### config.mk
export PLATFORM = sky130hd
export DESIGN_NAME = vc_boot_ctrl
export DESIGN_NICKNAME = d
export VERILOG_FILES = /design/src/rtl/vc_boot_pkg.sv /design/src/rtl/vc_strap_filter.sv /design/src/rtl/vc_boot_ctrl.sv
export SDC_FILE = /design/constraint.sdc
export NUM_CORES = 1
export LEC_CHECK = 0
export ABC_AREA = 1
export CAP_MARGIN = 20
export CELL_PAD_IN_SITES_DETAIL_PLACEMENT = 0
export CELL_PAD_IN_SITES_GLOBAL_PLACEMENT = 1
export CORE_MARGIN = 10
export CORE_UTILIZATION = 36
export DETAILED_ROUTE_END_ITERATION = 12
export MAX_ROUTING_LAYER = met4
export PLACE_DENSITY = 0.93
export SLEW_MARGIN = 10
export SYNTH_ARGS = -nofsm -noshare
export SYNTH_HDL_FRONTEND = slang
export SYNTH_HIERARCHICAL = 1
export SYNTH_SLANG_ARGS = --single-unit
### constraint.sdc
create_clock -name clk -period 3.36 [get_ports clk]
set_input_delay 1.008 -clock clk [delete_from_list [all_inputs] [get_ports clk]]
set_output_delay 1.008 -clock clk [all_outputs]
set_load 0.02 [all_outputs]
### src/rtl/vc_boot_pkg.sv
// Shared types and defaults for the vc boot/reset sequencer.
package vc_boot_pkg;

  typedef enum logic [1:0] {
    StHold    = 2'd0,
    StSample  = 2'd1,
    StStretch = 2'd2,
    StRun     = 2'd3
  } boot_state_e;

  localparam int unsigned DefStrapW       = 4;
  localparam int unsigned DefStableCycles = 4;
  localparam int unsigned DefRstCycles    = 8;
  localparam int unsigned DefCntW         = 8;
  localparam int unsigned DefWdogCycles   = 1024;

  // Bits needed to represent 0..value-1.
  function automatic int unsigned vc_clog2(input int unsigned value);
    int unsigned result;
    result = 0;
    for (int unsigned i = 0; i < 32; i++) begin
      if ((64'd1 << i) < 64'(value)) result = i + 1;
    end
    return result;
  endfunction

endpackage

### src/rtl/vc_strap_filter.sv
// Strap stability filter: reference sample, shared cycle counter and strap latch.
module vc_strap_filter
  import vc_boot_pkg::*;
#(
  parameter int unsigned STRAP_W       = DefStrapW,
  parameter int unsigned STABLE_CYCLES = DefStableCycles,
  parameter int unsigned CNT_W         = DefCntW
) (
  input  logic               clk,
  input  logic               reset,
  input  logic               load,
  input  logic               sample_en,
  input  logic               cnt_inc,
  input  logic               cnt_clr,
  input  logic [STRAP_W-1:0] straps,
  output logic [STRAP_W-1:0] strap,
  output logic [CNT_W-1:0]   cnt,
  output logic               done
);

  localparam logic [CNT_W-1:0] StableLast = CNT_W'(STABLE_CYCLES - 1);

  logic [STRAP_W-1:0] ref_d, ref_q;
  logic [STRAP_W-1:0] strap_d, strap_q;
  logic [CNT_W-1:0]   cnt_d, cnt_q;
  logic               match;

  assign match = (straps == ref_q);
  // Only meaningful while sampling; the sequencer qualifies it with its state.
  assign done  = match && (cnt_q == StableLast);

  always_comb begin
    ref_d   = ref_q;
    strap_d = strap_q;
    cnt_d   = cnt_q;
    if (load) begin
      ref_d = straps;
      cnt_d = '0;
    end else if (sample_en) begin
      if (!match) begin
        ref_d = straps;
        cnt_d = '0;
      end else if (done) begin
        strap_d = ref_q;
        cnt_d   = '0;
      end else begin
        cnt_d = cnt_q + 1'b1;
      end
    end else if (cnt_inc) begin
      cnt_d = cnt_q + 1'b1;
    end else if (cnt_clr) begin
      cnt_d = '0;
    end
  end

  always_ff @(posedge clk) begin
    if (reset) begin
      ref_q   <= '0;
      strap_q <= '0;
      cnt_q   <= '0;
    end else begin
      ref_q   <= ref_d;
      strap_q <= strap_d;
      cnt_q   <= cnt_d;
    end
  end

  assign strap = strap_q;
  assign cnt   = cnt_q;

endmodule

### src/rtl/vc_boot_ctrl.sv
// Reset and boot sequencer between the pad wrapper and the vc core.
// Define VC_BOOT_WDOG_EN to build the RUN-state watchdog.
module vc_boot_ctrl
  import vc_boot_pkg::*;
#(
  parameter int unsigned STRAP_W       = DefStrapW,
  parameter int unsigned STABLE_CYCLES = DefStableCycles,
  parameter int unsigned RST_CYCLES    = DefRstCycles,
  parameter int unsigned CNT_W         = DefCntW,
  parameter int unsigned WDOG_CYCLES   = DefWdogCycles
) (
  input  logic               clk,
  input  logic               reset,
  input  logic               ena,
  input  logic [7:0]         ui_in,
  input  logic [7:0]         core_uio_oe,
  input  logic               wdog_kick,
  output logic [7:0]         uio_oe,
  output logic               core_reset,
  output logic [STRAP_W-1:0] strap,
  output logic               running,
  output logic               wdog_fired
);

  localparam int unsigned CntMax = (STABLE_CYCLES > RST_CYCLES) ? STABLE_CYCLES : RST_CYCLES;
  localparam logic [CNT_W-1:0] RstLast = CNT_W'(RST_CYCLES - 1);

  if (STRAP_W < 1 || STRAP_W > 8) begin : gen_bad_strap_w
    $error("vc_boot_ctrl: STRAP_W must be in 1..8");
  end
  if (STABLE_CYCLES < 1 || RST_CYCLES < 1 || WDOG_CYCLES < 1) begin : gen_bad_cycles
    $error("vc_boot_ctrl: cycle parameters must be >= 1");
  end
  if (vc_clog2(CntMax) > CNT_W) begin : gen_bad_cnt_w
    $error("vc_boot_ctrl: CNT_W too narrow for STABLE_CYCLES/RST_CYCLES");
  end

  boot_state_e      state_d, state_q;
  logic             go_hold, load, sample_en, cnt_inc, cnt_clr, done, wdog_expire;
  logic [CNT_W-1:0] cnt;
  logic [7:0]       uio_oe_q;
  logic             core_reset_q, running_q;
  logic             unused_ui;

  assign go_hold   = reset || !ena;
  assign unused_ui = ^ui_in;

  vc_strap_filter #(
    .STRAP_W      (STRAP_W),
    .STABLE_CYCLES(STABLE_CYCLES),
    .CNT_W        (CNT_W)
  ) u_strap_filter (
    .clk      (clk),
    .reset    (reset),
    .load     (load),
    .sample_en(sample_en),
    .cnt_inc  (cnt_inc),
    .cnt_clr  (cnt_clr),
    .straps   (ui_in[STRAP_W-1:0]),
    .strap    (strap),
    .cnt      (cnt),
    .done     (done)
  );

  always_comb begin
    state_d   = state_q;
    load      = 1'b0;
    sample_en = 1'b0;
    cnt_inc   = 1'b0;
    cnt_clr   = 1'b0;
    if (go_hold) begin
      state_d = StHold;
    end else begin
      unique case (state_q)
        StHold: begin
          load    = 1'b1;
          state_d = StSample;
        end
        StSample: begin
          sample_en = 1'b1;
          if (done) state_d = StStretch;
        end
        StStretch: begin
          if (cnt == RstLast) state_d = StRun;
          else cnt_inc = 1'b1;
        end
        StRun: begin
          // Watchdog expiry re-stretches core reset without resampling straps.
          if (wdog_expire) begin
            state_d = StStretch;
            cnt_clr = 1'b1;
          end
        end
        default: state_d = StHold;
      endcase
    end
  end

  always_ff @(posedge clk) begin
    if (reset) begin
      state_q      <= StHold;
      core_reset_q <= 1'b1;
      running_q    <= 1'b0;
      uio_oe_q     <= '0;
    end else begin
      state_q      <= state_d;
      core_reset_q <= (state_d != StRun);
      running_q    <= (state_d == StRun);
      uio_oe_q     <= (state_d == StRun) ? core_uio_oe : 8'h00;
    end
  end

  assign uio_oe     = uio_oe_q;
  assign core_reset = core_reset_q;
  assign running    = running_q;

`ifdef VC_BOOT_WDOG_EN
  localparam int unsigned WdogW = (vc_clog2(WDOG_CYCLES) < 1) ? 1 : vc_clog2(WDOG_CYCLES);
  localparam logic [WdogW-1:0] WdogLast = WdogW'(WDOG_CYCLES - 1);

  logic [WdogW-1:0] wdog_cnt_d, wdog_cnt_q;
  logic             wdog_fired_q;

  // A kick on the expiry cycle wins.
  assign wdog_expire = (state_q == StRun) && !go_hold && !wdog_kick &&
                       (wdog_cnt_q == WdogLast);

  always_comb begin
    wdog_cnt_d = '0;
    if (state_q == StRun && state_d == StRun && !wdog_kick) wdog_cnt_d = wdog_cnt_q + 1'b1;
  end

  always_ff @(posedge clk) begin
    if (reset) begin
      wdog_cnt_q   <= '0;
      wdog_fired_q <= 1'b0;
    end else begin
      wdog_cnt_q   <= wdog_cnt_d;
      wdog_fired_q <= wdog_expire;
    end
  end

  assign wdog_fired = wdog_fired_q;
`else
  logic unused_wdog_kick;
  assign unused_wdog_kick = wdog_kick;
  assign wdog_expire      = 1'b0;
  assign wdog_fired       = 1'b0;
`endif

endmodule
==> results.json <==
{
  "status": "completed",
  "dieArea_sq_mm": 0.00683,
  "wl_um": 3180,
  "synth.distinct_cells": 21,
  "synth_compound_area_share_pct": 6.19,
  "drcViolationCount": 0,
  "cts-root-buf": "clkbuf_8",
  "fmax_mhz": 385,
  "fp.dieW_um": 82.7,
  "clock_latency_ns": 0.28,
  "min_path_cells": 4,
  "htreeDepth": 1,
  "synth.largest_area_cell": "dfxtp_1",
  "grt_overflow": 0,
  "avgSynthCellArea_sq_um": 6.37,
  "rows": 22,
  "fillers": 390,
  "first_global_vias": 1282,
  "holdPathEnd": "u_strap_filter/strap[0]",
  "num_antenna_cells": 0,
  "critPathMaxFanout": 6,
  "critPathCaptureType": "flip-flop",
  "ctsHoldBuffers": 0,
  "pin_count": 35,
  "tns_ns": 0,
  "crit_chain": "clkdlybuf4s50_1 -> inv_1 -> nor2_1 -> inv_1 -> nor2_1 -> inv_1 -> nor3_2 -> inv_1 -> nand3_1 -> a21oi_1",
  "drive_above_1_share_pct": 7.09,
  "numCtsBuffers": 3,
  "grt_pass1_wl_um": 5460,
  "min_period_ns": 2.60,
  "synthTopCellsByArea": "dfxtp_1, nand2_1, inv_1",
  "postCtsSetupRepairBufs": 0,
  "postRouteAntennaNets": 0,
  "rrSetupSlack_ns": 1.41,
  "via_per_inst": 4.36,
  "antenna_found_initial": 0,
  "ir_drop_mv": 0.202,
  "cts_resized": 0,
  "synth.mux.area_fraction_pct": 0,
  "dieHeight_um": 82.7,
  "synth-seq-cells": 28,
  "rr_startpoint": "u_strap_filter/cnt[2]",
  "wire_per_inst_um": 10.5,
  "multi_input_area_sq_um": 666,
  "start_util_pct": 38.0,
  "syn_to_final_growth_pct": 28.6,
  "syn_inst": 222,
  "tightest_slew_ns": 0.609,
  "synthSimpleGateAreaFrac_pct": 39.5,
  "hold_viol_final": 0,
  "reg2reg_to": "u_strap_filter/cnt[4]",
  "max_stage_delay_ns": 0.45,
  "synth_seq_area_share_pct": 39.6,
  "crit_top_cell": "inv_1",
  "holdCritPathClass": "reg -> reg",
  "p_leak_nw": 0.811,
  "first_pass_iters": 4,
  "yosysWarnings": 6,
  "clockBufferDepth": 2,
  "cp.required_ns": 3.54,
  "coreArea_sq_mm": 0.00372,
  "criticalPathCategory": "in -> reg",
  "cts_tree": "built",
  "final_nets": 276,
  "setup_viol": 0,
  "synth_top_family_by_area": "simple AND/OR/NAND/NOR gates",
  "port_buffers": 28,
  "post-route-util_pct": 48.9,
  "drt_iter0_drc": 66,
  "ff2ff_path_depth": 11,
  "rsz0062_at_grt": "false",
  "crit_slowest_cell": "clkdlybuf4s50_1",
  "powerDensity_mw_per_mm2": 365,
  "syn_area_sq_mm": 0.00141,
  "synthXorXnorAreaFrac_pct": 0,
  "vias": 1316,
  "crit_arrival_ns": 2.78,
  "clkSlewWorstSetupHoldPaths_ns": 0.10,
  "gp_congestion": 0.844,
  "synthAdderAreaFrac_pct": 0.885,
  "regArea_sq_um": 561,
  "crit_start": "ena",
  "dp_hpwl_um": 2390,
  "grt_max_degree": 17,
  "hold_start": "u_strap_filter/strap[0]",
  "max-slew-margin-rel_pct": 59.3,
  "track_usage_pct": 10.4,
  "finClkSkew_ns": 0.00528,
  "synth_top_area_share_pct": 39.6,
  "drv_slew": 0,
  "cts.sinks": 28,
  "finalCritPeriodShare_pct": 77.4,
  "cap_violations": 0,
  "cp-start-kind": "input port"
}
[cells by family (layout without fill, tap and decap cells)]
family          count (synthesis)  count (layout)
flops                          28              28
compound gates                 17              17
simple gates                  127             127
other cells                     1               2
buf+inv                        48              79
fa+ha+maj                       1               1
[cell type report]
| class | instances | area share (%) |
|---|---|---|
| Multi-Input combinational cell | 147 | 36.6 |
| Sequential cell | 28 | 30.8 |
| Timing Repair Buffer | 29 | 15.8 |
| Inverter | 46 | 9.50 |
| Tap cell | 48 | 3.30 |
| Clock buffer | 3 | 2.27 |
| Clock inverter | 1 | 1.65 |
[layout by cell type, fill, tap and decap left out, types with 2 or more instances in the layout]
cell type,instances
clkbuf_8,3
nor2_1,36
o21ai_0,5
inv_2,2
a21oi_1,11
nor2_2,3
nand3b_1,2
nand4_1,2
nand2_1,58
nand2_2,5
inv_1,44
nor3_1,3
conb_1,2
nand3_1,15
dfxtp_1,28
clkdlybuf4s50_1,28
[layer usage]
metal  routed length (um)  up-vias  GRT usage, %
li1                     -      729             -
met1                 1440      554          11.7
met2                 1390       28          15.4
met3                  286        5          4.75
met4                   61        0          4.85
met5                    0        -             -
[state kept, by name, indices dropped and copies added, names as in the netlist]
register,cells
core_reset,1
u_strap_filter/ref_q,4
uio_oe,8
running,1
u_strap_filter/strap,4
state_q,2
u_strap_filter/cnt,8
[per-stage QoR]
step	instance area (sq um)	setup slack [ns]	hold slack [ns]	power, W	std cells
after global routing	1820	0.596	0.549	0.000695	302
after CTS	1820	0.759	0.523	0.000671	302
final	1820	0.760	0.515	0.000663	302
after global placement	1750	0.455	0.499	0.000399	298
after floorplan	1420	1.17	0.481	0.000375	223
after detailed placement	1750	0.463	0.509	0.000399	298
[worst max path at each step]
stage | slack, ns | depth (start not counted) | to
final | 0.76 | 10 | u_strap_filter/cnt[0]
after global routing | 0.60 | 10 | u_strap_filter/strap[3]
after CTS | 0.76 | 11 | u_strap_filter/strap[2]
after detailed placement | 0.46 | 10 | u_strap_filter/cnt[0]
after global placement | 0.45 | 10 | u_strap_filter/strap[3]
after floorplan | 1.17 | 9 | u_strap_filter/cnt[5]
[Yosys cell counts]
library cell and instances:
dfxtp_1 28, nor2_1 36, conb_1 1, nor3_1 3
nor3_2 1, nand3b_1 2, a21boi_1 1, a21oi_1 11
nand2_2 5, o21ai_0 5, nand3_1 15, nand3_4 1
nor2_2 3, nand4_1 2, buf_4 1, buf_6 1
ha_1 1, inv_1 44, inv_2 2, nand3_2 1
nand2_1 58
[where the power goes]
part           leakage [nW]  switching, W  internal, W
combinational         0.549     0.0000280    0.0000253
sequential            0.226    0.00000345     0.000335
clock                0.0357      0.000111     0.000160
total                 0.811      0.000143     0.000520
[critical path, delay by kind of cell]
family / cells / cell delay [ns]
buffers and inverters: 5 / 0.90
AO/OA/AOI/OAI: 1 / 0.07
AND/OR/NAND/NOR: 4 / 0.82
(Power assumes the default switching activity.)
